<file path="src/rtl/therm2bin_pkg.sv">
//------------------------------------------------------------------------------
// therm2bin_pkg
// Shared sizes, per-group summary type and group legality helper for the
// thermometer-to-binary encoder.
// Revision: 1.0 - initial release
//------------------------------------------------------------------------------
`default_nettype none

package therm2bin_pkg;

    localparam int N    = 8;
    localparam int GW   = 16;
    localparam int TW   = 1 << N;
    localparam int NGRP = TW / GW;
    localparam int CW   = $clog2(GW) + 1;

    typedef struct packed {
        logic [CW-1:0] cnt;
        logic          legal;
        logic          lsb;
        logic          msb;
    } grp_t;

    // A group is contiguous-from-LSB exactly when adding one clears every set bit.
    function automatic logic is_therm_group(input logic [GW-1:0] g);
        logic [GW-1:0] inc;
        inc = g + GW'(1);
        return ((g & inc) == '0);
    endfunction

endpackage

`default_nettype wire

</file>
<file path="src/rtl/therm_group_count.sv">
//------------------------------------------------------------------------------
// therm_group_count
// Combinational popcount and local legality summary for one GW-bit group.
// Revision: 1.0 - initial release
//------------------------------------------------------------------------------
`default_nettype none

module therm_group_count
    import therm2bin_pkg::*;
(
    input  logic [GW-1:0] grp_bits,
    output grp_t          info
);

    logic [CW-1:0] w_cnt;

    always_comb begin
        w_cnt = '0;
        for (int i = 0; i < GW; i++) begin
            w_cnt = w_cnt + CW'(grp_bits[i]);
        end
    end

    assign info.cnt   = w_cnt;
    assign info.legal = is_therm_group(grp_bits);
    assign info.lsb   = grp_bits[0];
    assign info.msb   = grp_bits[GW-1];

endmodule

`default_nettype wire

</file>
<file path="src/rtl/therm2bin_encoder.sv">
//------------------------------------------------------------------------------
// therm2bin_encoder
// Two-stage valid/ready thermometer-to-binary encoder with malformed-code flag.
// Revision: 1.0 - initial release
//------------------------------------------------------------------------------
`default_nettype none

module therm2bin_encoder #(
    parameter int N  = 8,
    parameter int GW = 16
) (
    input  logic            clk,
    input  logic            reset,
    input  logic            din_valid,
    output logic            din_ready,
    input  logic [2**N-1:0] din,
    output logic            dout_valid,
    input  logic            dout_ready,
    output logic [N-1:0]    dout,
    output logic            err
);

    import therm2bin_pkg::grp_t;

    localparam int TW   = 2 ** N;
    localparam int NGRP = TW / GW;

    logic          w_adv;
    grp_t          w_grp    [NGRP];
    grp_t          r_s1_grp [NGRP];
    logic          r_s1_valid;
    logic [N:0]    w_sum;
    logic          w_bad;
    logic [N-1:0]  w_val;
    logic          r_dout_valid;
    logic [N-1:0]  r_dout;
    logic          r_err;

    assign w_adv     = !r_dout_valid || dout_ready;
    assign din_ready = w_adv;

    for (genvar gi = 0; gi < NGRP; gi++) begin : g_grp
        therm_group_count u_cnt (
            .grp_bits (din[gi*GW +: GW]),
            .info     (w_grp[gi])
        );
    end

    always_ff @(posedge clk) begin
        if (reset) begin
            r_s1_valid <= 1'b0;
        end else if (w_adv) begin
            r_s1_valid <= din_valid;
            // Data only captured for real words so X on an idle bus never lands here.
            if (din_valid) begin
                r_s1_grp <= w_grp;
            end
        end
    end

    // Every group contiguous plus no filled group sitting above a non-full one
    // is equivalent to the whole word being a legal thermometer code.
    always_comb begin
        w_sum = '0;
        w_bad = !r_s1_grp[0].lsb;
        for (int g = 0; g < NGRP; g++) begin
            w_sum = w_sum + (N+1)'(r_s1_grp[g].cnt);
            if (!r_s1_grp[g].legal) begin
                w_bad = 1'b1;
            end
        end
        for (int g = 1; g < NGRP; g++) begin
            if (r_s1_grp[g].lsb && !r_s1_grp[g-1].msb) begin
                w_bad = 1'b1;
            end
        end
    end

    assign w_val = (w_sum == '0) ? '0 : N'(w_sum - (N+1)'(1));

    always_ff @(posedge clk) begin
        if (reset) begin
            r_dout_valid <= 1'b0;
            r_dout       <= '0;
            r_err        <= 1'b0;
        end else if (w_adv) begin
            r_dout_valid <= r_s1_valid;
            r_dout       <= r_s1_valid ? w_val : '0;
            r_err        <= r_s1_valid ? w_bad : 1'b0;
        end
    end

    assign dout_valid = r_dout_valid;
    assign dout       = r_dout;
    assign err        = r_err;

endmodule

`default_nettype wire
</file>
<file path="config.mk">
export PLATFORM = sky130hd
export DESIGN_NAME = therm2bin_encoder
export DESIGN_NICKNAME = d
export VERILOG_FILES = /design/src/rtl/therm2bin_pkg.sv /design/src/rtl/therm_group_count.sv /design/src/rtl/therm2bin_encoder.sv
export SDC_FILE = /design/constraint.sdc
export NUM_CORES = 1
export LEC_CHECK = 0
export CORE_MARGIN = 2
export CORE_UTILIZATION = 40
export CTS_BUF_LIST = sky130_fd_sc_hd__clkbuf_16
export CTS_CLUSTER_SIZE = 20
export DETAILED_ROUTE_END_ITERATION = 8
export DONT_BUFFER_PORTS = 1
export PLACE_DENSITY_LB_ADDON = 0.05
export SLEW_MARGIN = 20
export SYNTH_ARGS = -nofsm -noshare
export SYNTH_HDL_FRONTEND = slang
export SYNTH_HIERARCHICAL = 1
export SYNTH_SLANG_ARGS = --single-unit
</file>
<file path="constraint.sdc">
create_clock -name clk -period 14.7 [get_ports clk]
set_input_delay 2.94 -clock clk [delete_from_list [all_inputs] [get_ports clk]]
set_output_delay 2.94 -clock clk [all_outputs]
set_load 0.01 [all_outputs]
</file>
==> results.yml <==
status:
  run_status: "complete, no violations"
min_path:
  whs_endpoint: "dout[5]$_SDFFE_PP0P_"
  min_delay_path_depth: 2
  worst_hold_startpoint: "dout[5]$_SDFFE_PP0P_"
  worst_hold_path_type: "flop to flop"
placed_design:
  finalWeightedCongestion: 0.909
  placed_cells: 2120
  io_buffers: 0
  dpl-instance-area_um2: 16600
  place.detailed.hpwl_mm: 32.2
clocking:
  clock_insertion_delay_worst_skew_ns: 0.44
  clkTransAtPathRegs_ns: 0.06
  cts_made_buffers: 17
  cts.sinks: 138
  cts_buffer_depth: 2
  clock_tree_from_tritoncts: "yes"
  cts.htree.levels: 4
  post-cts-setup-buffer-count: 0
  ctsHoldBuffers: 0
  post_cts_resized: 0
  ctsRootBufferMaster: "clkbuf_16"
critical_path:
  timing.critical_path.depth: 2
  r2r_cells: 17
  critical-path-slowest-cell: "nor2b_1"
  cpPeakStageDelay_ns: 0.17
  timing.critical_path.to_type: "primary output"
  cp.arrival_ns: 3.23
  critical-path-top-delay-family: "simple AND/OR/NAND/NOR gates"
  setup.worst_path.start_class: "input pin"
  crit_path_max_fanout: 3
  timing.critical_path.cells: "nor2b_1 -> inv_1"
  criticalPathCategory: "input pin to primary output"
  setup_slack_on_the_worst_flop_to_flop_path_ns: 8.62
  worst_r2r_endpoint: "dout[3]$_SDFFE_PP0P_"
  critPathRequiredTime_ns: 11.76
  path_buf_inv: 1
  regToRegStartpoint: "r_s1_grp[29]$_DFFE_PP_"
layout:
  drive_above_1_share: 0.0461
  finalNonFillerCells: 2152
  flow.area_growth_from_synthesis_pct: 6.71
  nFillCells: 3984
  layout.cells.most_common: "inv_1"
  num_antenna_cells: 0
  register_area_um2: 4030
  post-route-cell-area_um2: 17200
  most-common-layout-cells: "527 x inv_1, 226 x fa_1, 132 x ha_1"
  nNetsFinal: 2232
  multi_input_comb_area_um2: 9870
sta:
  number_of_max_slew_violations_in_the_final_report: 0
  max_freq_mhz: 162
  report.final.setup_viol: 0
  max_slew.worst_pin.slew_ns: 1.02
  fin_crit_ns: 6.17
  max-slew-margin-rel: 0.321
  fin_worst_skew_ns: 0.0116
  final_hold_viol_count: 0
  setup_total_negative_slack_ns: 0
  grt_setup_unrepaired: "false"
  hold_slack_ns: 0.494
  period_share: 0.420
yosys:
  syn-instance-count: 1625
  syn_area_per_cell_um2: 9.93
  post_synth_instance_area_um2: 16100
  postSynthNetCount: 2243
  synthesis.yosys.warnings: 6
grt:
  gr-usage-all-layers: 0.183
  grt_pass1_vias: 11557
  grt_remaining_overflow: 0
  grt_antenna_before_repair: 1
  grt_pass1_wl_mm: 59.5
  grt_max_degree: 75
die:
  num_rows: 73
  full_die_area_um2: 42000
  ioPinCount: 271
  starting_utilization_of_the_core_area: 0.405
  overall_die_height_um: 205
  placeable_core_region_um2: 39800
  floorplan.die.width_um: 205
routing:
  drc_errors: 0
  detail_route.first_pass.iterations: 5
  drt_first_iter_violations: 733
  drt_wl_total_mm: 37.5
  wl_per_cell_um: 17.4
  vias_per_cell: 5.05
  detailroute.via_count: 10878
  route.antenna.remaining_nets: 0
flow_run:
  maxCapViolCount: 0
## final cells by class
cell class | instances | share of cell area
multi-input combinational | 921 | 0.573
sequential | 138 | 0.234
inverter | 535 | 0.117
tap | 525 | 0.0381
clock buffer | 17 | 0.0247
clock inverter | 15 | 0.0130
timing repair buffer | 1 | 0.000436
## per-layer routing
layer | share of wire | up-vias | global-route usage
li1 | - | 5212 | -
met1 | 0.44 | 5344 | 0.248
met2 | 0.48 | 299 | 0.302
met3 | 0.059 | 21 | 0.0369
met4 | 0.011 | 2 | 0.0421
met5 | 0.00035 | - | 0
## flip-flops by register name, summed over array words and instances (netlist names)
register / flops
dout: 8
dout_valid: 1
err: 1
r_s1_grp: 127
r_s1_valid: 1
## worst max-delay path by stage
stage | startpoint | end | slack [ns]
CTS | dout_ready | din_ready | 8.53
global placement | dout_ready | din_ready | 8.54
global route | r_s1_grp[29]$_DFFE_PP_ | dout[3]$_SDFFE_PP0P_ | 8.34
detailed placement | dout_ready | din_ready | 8.54
floorplan | dout_ready | r_s1_grp[100]$_DFFE_PP_ | 8.11
finish | dout_ready | din_ready | 8.53
## worst min-delay path: stages, from the launching register on
cell and delay (ns):
dfxtp_1 0.34, nand2_1 0.06, o21ai_1 0.05
## metrics by stage
| stage | util | worst slack (ns) |
|---|---|---|
| after detailed placement | 0.416 | 8.54 |
| final | 0.433 | 8.53 |
| after global placement | 0.416 | 8.54 |
| after CTS | 0.433 | 8.53 |
| after floorplan | - | 8.11 |
| after global routing | 0.433 | 8.34 |
Power is not shown: default switching activity piles up to over one toggle a cycle in this logic, so the estimate is an artifact.
